<file path="config.mk">
export PLATFORM = sky130hd
export DESIGN_NAME = multicycle_control
export DESIGN_NICKNAME = d
export VERILOG_FILES = /design/src/rtl/mips_ctrl_pkg.sv /design/src/rtl/multicycle_control.sv
export SDC_FILE = /design/constraint.sdc
export NUM_CORES = 1
export LEC_CHECK = 0
export ABC_AREA = 0
export ABC_CLOCK_PERIOD_IN_PS = 4400
export BUFFER_PORTS_ARGS = -buffer_cell sky130_fd_sc_hd__buf_2
export CORE_ASPECT_RATIO = 0.7
export CORE_MARGIN = 2
export CORE_UTILIZATION = 35
export CTS_CLUSTER_SIZE = 25
export DETAILED_ROUTE_END_ITERATION = 10
export PLACE_DENSITY = 0.64
export RECOVER_POWER = 50
export SLEW_MARGIN = 5
export SYNTH_ARGS = -nofsm -noshare
export SYNTH_HDL_FRONTEND = slang
export SYNTH_SLANG_ARGS = --single-unit
</file>
<file path="constraint.sdc">
create_clock -name clk -period 4.4 [get_ports clk]
set_clock_uncertainty 0.1 [all_clocks]
set_input_delay 0.44 -clock clk [delete_from_list [all_inputs] [get_ports clk]]
set_output_delay 0.44 -clock clk [all_outputs]
set_load 0.02 [all_outputs]
</file>
<file path="src/rtl/mips_ctrl_pkg.sv">
// Shared definitions for the multicycle MIPS control unit: state encoding,
// opcodes and the ALUOp codes that the downstream ALU control stage decodes.
package mips_ctrl_pkg;

  typedef enum logic [3:0] {
    S_FETCH  = 4'd0,
    S_DECODE = 4'd1,
    S_MEMADR = 4'd2,
    S_MEMRD  = 4'd3,
    S_MEMWB  = 4'd4,
    S_MEMWR  = 4'd5,
    S_EXEC   = 4'd6,
    S_ALUWB  = 4'd7,
    S_BRANCH = 4'd8,
    S_ADDIEX = 4'd9,
    S_ADDIWB = 4'd10,
    S_JUMP   = 4'd11
  } state_e;

  localparam logic [5:0] OP_RTYPE = 6'b000000;
  localparam logic [5:0] OP_LW    = 6'b100011;
  localparam logic [5:0] OP_SW    = 6'b101011;
  localparam logic [5:0] OP_BEQ   = 6'b000100;
  localparam logic [5:0] OP_ADDI  = 6'b001000;
  localparam logic [5:0] OP_J     = 6'b000010;

  localparam logic [2:0] ALUOP_ADD   = 3'b000;
  localparam logic [2:0] ALUOP_SUB   = 3'b001;
  localparam logic [2:0] ALUOP_RTYPE = 3'b010;

endpackage

</file>
<file path="src/rtl/multicycle_control.sv">
// Multicycle MIPS main control: Moore FSM sequencing fetch/decode/execute/
// memory/writeback, driving datapath enables and selects, counting retirements.
module multicycle_control
  import mips_ctrl_pkg::*;
#(
  parameter int CNT_W = 32
) (
  input  logic             clk,
  input  logic             rst_n,
  input  logic [5:0]       opcode,
  input  logic             mem_ready,
  output logic             PCWrite,
  output logic             Branch,
  output logic             IorD,
  output logic             MemRead,
  output logic             MemWrite,
  output logic             IRWrite,
  output logic             RegDst,
  output logic             MemtoReg,
  output logic             RegWrite,
  output logic             ALUSrcA,
  output logic [1:0]       ALUSrcB,
  output logic [1:0]       PCSrc,
  output logic [2:0]       ALUOp,
  output logic [3:0]       state,
  output logic             illegal_op,
  output logic [CNT_W-1:0] retired
);

  state_e             state_q, state_d;
  logic [CNT_W-1:0]   retired_q, retired_d;
  logic               illegal_q, illegal_d;
  logic               retire;

  always_ff @(posedge clk) begin
    if (!rst_n) begin
      state_q   <= S_FETCH;
      retired_q <= '0;
      illegal_q <= 1'b0;
    end else begin
      state_q   <= state_d;
      retired_q <= retired_d;
      illegal_q <= illegal_d;
    end
  end

  always_comb begin
    state_d   = state_q;
    illegal_d = illegal_q;
    retire    = 1'b0;
    unique case (state_q)
      S_FETCH:  if (mem_ready) state_d = S_DECODE;
      S_DECODE: begin
        unique case (opcode)
          OP_LW, OP_SW: state_d = S_MEMADR;
          OP_RTYPE:     state_d = S_EXEC;
          OP_BEQ:       state_d = S_BRANCH;
          OP_ADDI:      state_d = S_ADDIEX;
          OP_J:         state_d = S_JUMP;
          default: begin
            state_d   = S_FETCH;
            illegal_d = 1'b1;
          end
        endcase
      end
      S_MEMADR: state_d = (opcode == OP_SW) ? S_MEMWR : S_MEMRD;
      S_MEMRD:  if (mem_ready) state_d = S_MEMWB;
      S_MEMWR: begin
        if (mem_ready) begin
          state_d = S_FETCH;
          retire  = 1'b1;
        end
      end
      S_EXEC:   state_d = S_ALUWB;
      S_ADDIEX: state_d = S_ADDIWB;
      S_MEMWB, S_ALUWB, S_BRANCH, S_ADDIWB, S_JUMP: begin
        state_d = S_FETCH;
        retire  = 1'b1;
      end
      default:  state_d = S_FETCH;
    endcase
    // Counter wraps naturally at 2^CNT_W.
    retired_d = retired_q + (retire ? CNT_W'(1) : '0);
  end

  always_comb begin
    PCWrite  = 1'b0;
    Branch   = 1'b0;
    IorD     = 1'b0;
    MemRead  = 1'b0;
    MemWrite = 1'b0;
    IRWrite  = 1'b0;
    RegDst   = 1'b0;
    MemtoReg = 1'b0;
    RegWrite = 1'b0;
    ALUSrcA  = 1'b0;
    ALUSrcB  = 2'b00;
    PCSrc    = 2'b00;
    ALUOp    = ALUOP_ADD;
    unique case (state_q)
      S_FETCH: begin
        // PC increment and IR load must wait for the memory to return data.
        MemRead = 1'b1;
        ALUSrcB = 2'b01;
        IRWrite = mem_ready;
        PCWrite = mem_ready;
      end
      S_DECODE: ALUSrcB = 2'b11;
      S_MEMADR, S_ADDIEX: begin
        ALUSrcA = 1'b1;
        ALUSrcB = 2'b10;
      end
      S_MEMRD: begin
        MemRead = 1'b1;
        IorD    = 1'b1;
      end
      S_MEMWB: begin
        RegWrite = 1'b1;
        MemtoReg = 1'b1;
      end
      S_MEMWR: begin
        MemWrite = 1'b1;
        IorD     = 1'b1;
      end
      S_EXEC: begin
        ALUSrcA = 1'b1;
        ALUOp   = ALUOP_RTYPE;
      end
      S_ALUWB: begin
        RegWrite = 1'b1;
        RegDst   = 1'b1;
      end
      S_BRANCH: begin
        ALUSrcA = 1'b1;
        ALUOp   = ALUOP_SUB;
        Branch  = 1'b1;
        PCSrc   = 2'b01;
      end
      S_ADDIWB: RegWrite = 1'b1;
      S_JUMP: begin
        PCWrite = 1'b1;
        PCSrc   = 2'b10;
      end
      default: ;
    endcase
  end

  assign state      = state_q;
  assign retired    = retired_q;
  assign illegal_op = illegal_q;

endmodule

</file>
==> reports/summary.txt, run 1 <==
Hold/Removal Path Class - register to register
Post-CTS Setup Inserts - 0
Yosys top cell area share - 36.2%
Drt pass-1 iters - 4
Reg2Reg Setup Slack - 0.92 ns
Slew @ Worst Pin - 0.997 ns
Status - finished clean
Met2 Wirelength - 2240 um
DR DRC count - 0
Die boundary height - 68.0 um
Syn Area/Cell - 8.00 um2
Post-layout minimum cycle time - 3.48 ns
Largest net degree at the start of global routing - 32
Commonest cells in the netlist - dfxtp_1, a21oi_1, or4_1, nand2_1, o31ai_1
Clk buf depth - 2
CP top delay family - simple AND/OR/NAND/NOR gates
Clk root buf - clkbuf_8
Post-synth cell types - 42
Met1 WL - 2560 um
WP data required - 4.51 ns
Placed Cells - 372
Worst VDD drop - 0.143 mV
CP max FO - 20
First-pass GRT wire length - 8340 um
Std-Cell Core Area - 0.00570 mm2
All-Layer GR Usage - 16.1%
Total clock sinks - 37
Setup TNS - 0 ns
Max_cap viols - 0
Pwr per Cell Area - 271 mW/mm2
DR top layer - met4
ANT nets after route - 0
# H-tree levels - 2
FFs w/ async S/R, synth - 0%
Wire per inst - 13.5 um
CP peak stage delay - 0.81 ns
Final Setup Violations - 0
Vias/cell - 5.58
Hold Path Stages - 2
HP Start - retired[31]$_SDFF_PN0_
Synth top area cells - dfxtp_1, or4_1, a21oi_1
CTS clock-pin slew for the worst setup and hold paths - 0.08 ns
Register area share after synthesis - 36.2%
Boundary Pins - 63
Final WL - 5140 um
Fin cells - 380
Hold-fix buffer count after cts - 0
Critical Path Start Type - register
Post-layout net count - 315
Clk Latency, worst-skew pair - 0.28 ns
CTS-repair resized insts - 0
Pleak - 0.799 nW
Synthesized area - 0.00205 mm2
Final hold vios - 0
1st-iter DRT viols - 128
Layout cells sized above 1 - 10.5%
Biggest area consumer among synthesized cells - dfxtp_1
Reg2Reg Depth - 9
Number of placement rows - 23
Layout area overhead - 17.6%
Initial Utilization - 35.9%
CP Cell Sequence - nand2b_1 -> a21oi_1 -> a211oi_1 -> ha_1 -> ha_1 -> inv_1 -> or4_1 -> or4_1 -> a21oi_1
Vias in the first global route - 1,728
Fill cell count - 613
Hold Path Sink - retired[31]$_SDFF_PN0_
CP arrival - 3.59 ns
IO Port Bufs - 61
CTS Buf Count - 5
Die W - 95.4 um
Initial antenna violation count - 0
Main flop type after synthesis - dfxtp_1
DP HPWL - 3620 um
Wire length on met3 - 317 um
Tcrit/Tclk final - 79.1%
Fmax - 287 MHz
Crit Reg-Reg Startpoint - state[1]$_SDFFE_PN0P_
Most common cell in the netlist - dfxtp_1
DR vias - 2,121
Max-slew violations - 0
Worst r2r dst - retired[26]$_SDFF_PN0_
Setup CP Type - register to register
Setup crit end kind - register
Yosys warns - 0
Final GP Congestion - 0.818
DIE AREA - 0.00649 mm2
Post-synth EDFFs - 0
Synth Instances - 256
RSZ-0062 raised after global routing - no
CTS tree - yes
Max-slew headroom - 33.5%
Grt ovf - 0
Buf/Inv on CP - 1
Slowest CP cell - or4_1
Antenna diodes - 0
Post-synthesis register bit count - 37
Mapped Nets - 267
[report_power, final]
| group | internal, W | switching (W) | total (W) |
|---|---|---|---|
| Sequential | 0.000337 | 0.00000502 | 0.000342 |
| Clock | 0.000142 | 0.000118 | 0.000260 |
| Combinational | 0.0000165 | 0.0000331 | 0.0000496 |
| Total | 0.000495 | 0.000156 | 0.000651 |
[placed cells by master, fill, tap and decap left out, types with 2 or more instances in the layout]
cell and n:
clkbuf_1 40, dfxtp_1 37, a21oi_1 24, buf_2 21, or4_1 17, nand2_1 16
o31ai_1 16, nor2_1 15, nand3_1 12, o21ai_0 11, nor3_1 10, inv_1 8
clkbuf_8 7, nand4_1 6, or3_1 6, xnor2_1 6, nand2b_1 5, and2_1 5
xor2_1 5, o21a_1 5, nor4_1 4, and3_1 3, and4_1 3, nor4b_1 2
o31a_1 2, ha_1 2
[worst reg2reg max path, stage by stage (launching register included)]
cell and delay, ns:
dfxtp_1 0.63, nand2b_1 0.27, a21oi_1 0.09, a211oi_1 0.27, ha_1 0.26, ha_1 0.23
inv_1 0.09, or4_1 0.81, or4_1 0.51, a21oi_1 0.15
[worst max path at each step]
stage	startpoint	to	slack (ns)	depth (start not counted)
after floorplan	state[3]$_SDFFE_PN0P_	retired[14]$_SDFF_PN0_	1.44	11
after global placement	state[1]$_SDFFE_PN0P_	retired[24]$_SDFF_PN0_	1.12	9
after detailed placement	state[1]$_SDFFE_PN0P_	retired[26]$_SDFF_PN0_	0.97	9
after CTS	state[1]$_SDFFE_PN0P_	retired[26]$_SDFF_PN0_	0.93	9
after global routing	state[1]$_SDFFE_PN0P_	retired[26]$_SDFF_PN0_	0.59	9
final	state[1]$_SDFFE_PN0P_	retired[26]$_SDFF_PN0_	0.92	9
[metal layers]
layer / global-route usage (%) / vias to the layer above
li1: - / 1055
met1: 24.4 / 1001
met4: 2.68 / 0
met5: 0 / -
met3: 3.96 / 5
met2: 23.2 / 60
[registers in the layout, indices dropped and copies added, names as in the netlist]
signal      flops
state           4
illegal_op      1
retired        32
[area by class of cell]
class / instances / area (um2) / share of cell area [%]
clock inverters: 1 / 5.00 / 0.208
multi-input cells: 191 / 1190 / 49.3
well taps: 75 / 93.8 / 3.90
clock buffers: 7 / 96.3 / 4.00
inverters: 8 / 30.0 / 1.25
flip-flops and latches: 37 / 741 / 30.8
repair buffers: 61 / 255 / 10.6
[through the flow]
step                total power, W  utilization (%)  setup slack (ns)  hold slack, ns  area, um2
finish                    0.000651             42.2             0.918           0.393       2410
global route              0.000678             42.2             0.588           0.431       2410
floorplan                 0.000382                -              1.44           0.451       2050
CTS                       0.000660             43.1             0.928           0.363       2460
global placement          0.000399             41.3              1.12           0.367       2360
detailed placement        0.000400             41.3             0.968           0.378       2360
[cell families after synthesis]
logic type	Yosys count	synth area share, %
simple gates	110	31.2
flops	37	36.2
fa+ha+maj	2	1.22
other cells	1	0.183
buf+inv	28	5.87
compound gates	67	20.7
xor+xnor	11	4.71
No activity file was read; power rests on OpenSTA's default activity.
==> inputs of run 2 (changes only) <==
--- a/config.mk
+++ b/config.mk
@@ -6,14 +6,14 @@
 export NUM_CORES = 1
 export LEC_CHECK = 0
 export ABC_AREA = 0
-export ABC_CLOCK_PERIOD_IN_PS = 4400
+export ABC_CLOCK_PERIOD_IN_PS = 2950
 export BUFFER_PORTS_ARGS = -buffer_cell sky130_fd_sc_hd__buf_2
 export CORE_ASPECT_RATIO = 0.7
 export CORE_MARGIN = 2
 export CORE_UTILIZATION = 35
 export CTS_CLUSTER_SIZE = 25
 export DETAILED_ROUTE_END_ITERATION = 10
-export PLACE_DENSITY = 0.64
+export PLACE_DENSITY = 0.66
 export RECOVER_POWER = 50
 export SLEW_MARGIN = 5
 export SYNTH_ARGS = -nofsm -noshare
==> constraint.sdc (replaced) <==
create_clock -name clk -period 2.95 [get_ports clk]
set_clock_uncertainty 0.1 [all_clocks]
set_input_delay 0.295 -clock clk [delete_from_list [all_inputs] [get_ports clk]]
set_output_delay 0.295 -clock clk [all_outputs]
set_load 0.02 [all_outputs]
==> run 2 against run 1 <==
Compared with the run above:
- register-to-register slack worse by 0.73 ns
- critical path depth is 1 higher
- core utilization is 1.4 points higher
- cell count is 2.6% higher
- wire length is 1.4% lower
- fmax is 26% higher
- setup slack worse by 0.73 ns
- worst hold slack worse by 0.11 ns
- cell area is 3.2% higher
- via count is 2.0% lower
- die area stayed put
==> reports/summary.txt, run 2 (synthesized netlist as in run 1, its figures left out) <==
CTS Buf Count - 5
Crit Reg-Reg Startpoint - state[1]$_SDFFE_PN0P_
Fmax - 363 MHz
Setup CP Type - register to register
HP Start - rst_n
Pwr per Cell Area - 371 mW/mm2
DIE AREA - 0.00649 mm2
Placed Cells - 382
Layout cells sized above 1 - 14.3%
Initial antenna violation count - 0
Clock share of power - 36.2%
Clk Latency, worst-skew pair - 0.28 ns
Initial Utilization - 35.9%
Sequential power share - 54.8%
Combinational fraction of design power - 9.0%
Hold/Removal Path Class - input port to register
Hold Path Sink - state[1]$_SDFFE_PN0P_
Internal - 0.000694 W
Die W - 95.4 um
Antenna diodes - 0
CTS clock-pin slew for the worst setup and hold paths - 0.07 ns
Post-layout minimum cycle time - 2.76 ns
# H-tree levels - 2
RSZ-0062 raised after global routing - no
Sw Ratio - 24.7%
Psw - 0.000227 W
Hold Path Stages - 2
Clk buf depth - 2
Std-Cell Core Area - 0.00570 mm2
Commonest cells after routing, fill and taps aside - clkbuf_1, dfxtp_1, a21oi_1, buf_2, or4_1
Max_cap viols - 0
Layout area overhead - 21.4%
Setup TNS - 0 ns
IO Port Bufs - 61
First-pass GRT wire length - 8120 um
Tcrit/Tclk final - 93.5%
Vias/cell - 5.33
DP HPWL - 3600 um
Vias in the first global route - 1,689
Pleak - 0.838 nW
Largest register FFs - 32
Final GP Congestion - 0.844
Post-layout util - 43.6%
CP arrival - 2.85 ns
WP data required - 3.05 ns
Final worst slack - 0.192 ns
Fin cells - 390
Final WL - 5070 um
Grt ovf - 0
Max-slew violations - 0
1st-iter DRT viols - 108
Final hold vios - 0
Worst r2r dst - retired[28]$_SDFF_PN0_
Total clock sinks - 37
Max-slew headroom - 32.9%
DR DRC count - 0
Final Setup Violations - 0
All-Layer GR Usage - 15.7%
Hold-fix buffer count after cts - 0
WHS - 0.280 ns
ANT nets after route - 0
Critical Path Start Type - register
Worst VDD drop - 0.212 mV
Number of placement rows - 23
Drt pass-1 iters - 4
Reg2Reg Setup Slack - 0.19 ns
Slew @ Worst Pin - 1.01 ns
Largest net degree at the start of global routing - 32
Setup crit end kind - register
Most common cell after layout, fill and taps aside - clkbuf_1
DR vias - 2,078
Boundary Pins - 63
Status - finished clean
CTS tree - yes
Wire per inst - 13.0 um
CP max FO - 20
Clk root buf - clkbuf_8
Reg2Reg Depth - 10
Die boundary height - 68.0 um
Post-layout net count - 325
Dpl ws - 0.0900 ns
==> run 2: cell count changes in the layout (fill, tap and decap cells not counted), moves of 2 or more <==
cell      change
buf_4         +6
buf_2         +3
clkbuf_8      -2
ha_1          -2
==> run 2: cell type report <==
cell class | count | area, um2
timing repair buffer | 71 | 330
multi-input combinational | 191 | 1210
fill | 601 | 3210
tap | 75 | 93.8
sequential | 37 | 742
inverter | 8 | 30.0
clock buffer | 6 | 72.6
clock inverter | 2 | 10.0
==> run 2: routing by layer <==
layer / routed length, um / up-vias / global-route usage (%)
li1: - / 1071 / -
met3: 349 / 6 / 4.30
met4: 24 / 0 / 3.04
met5: 0 / - / 0
met1: 2670 / 936 / 24.1
met2: 2030 / 65 / 21.7
==> run 2: stage by stage <==
| stage | instance area (um2) | power (W) |
|---|---|---|
| 2_1_floorplan | 2050 | 0.000570 |
| 3_3_place_gp | 2430 | 0.000601 |
| 3_5_place_dp | 2430 | 0.000601 |
| 4_1_cts | 2510 | 0.000938 |
| 5_1_grt | 2480 | 0.000965 |
| 6_report | 2480 | 0.000922 |
==> run 2: power groups by stage <==
stage / sequential, W / clock [W] / combinational (W)
after global placement: 0.000516 / 0 / 0.0000847
after floorplan: 0.000521 / 0 / 0.0000493
after global routing: 0.000505 / 0.000368 / 0.0000916
final: 0.000505 / 0.000334 / 0.0000830
after CTS: 0.000505 / 0.000349 / 0.0000852
after detailed placement: 0.000516 / 0 / 0.0000851
==> run 2: worst max-delay path by stage <==
stage,start,endpoint,slack (ns),cells after the start
after floorplan,state[3]$_SDFFE_PN0P_,retired[26]$_SDFF_PN0_,0.07,11
after global placement,state[1]$_SDFFE_PN0P_,retired[28]$_SDFF_PN0_,0.17,10
after detailed placement,state[1]$_SDFFE_PN0P_,retired[28]$_SDFF_PN0_,0.09,10
after CTS,state[1]$_SDFFE_PN0P_,retired[28]$_SDFF_PN0_,0.07,10
after global routing,state[1]$_SDFFE_PN0P_,retired[18]$_SDFF_PN0_,0.04,10
final,state[1]$_SDFFE_PN0P_,retired[28]$_SDFF_PN0_,0.19,10
==> run 2: critical path: stages (launching register included) <==
cell,delay [ns]
dfxtp_2,0.36
nand2b_1,0.15
a21oi_1,0.09
a211oi_2,0.20
ha_2,0.25
ha_4,0.15
inv_1,0.07
or4_1,0.56
buf_8,0.18
or4_1,0.39
a21oi_1,0.15
==> run 2: what timing repair did <==
| action | CTS | global route |
|---|---|---|
| setup buffers | 0 | 0 |
| resized for setup | 0 | 7 |
| endpoints found under the setup margin | 0 | 11 |
| endpoints found under the hold margin | 0 | 0 |
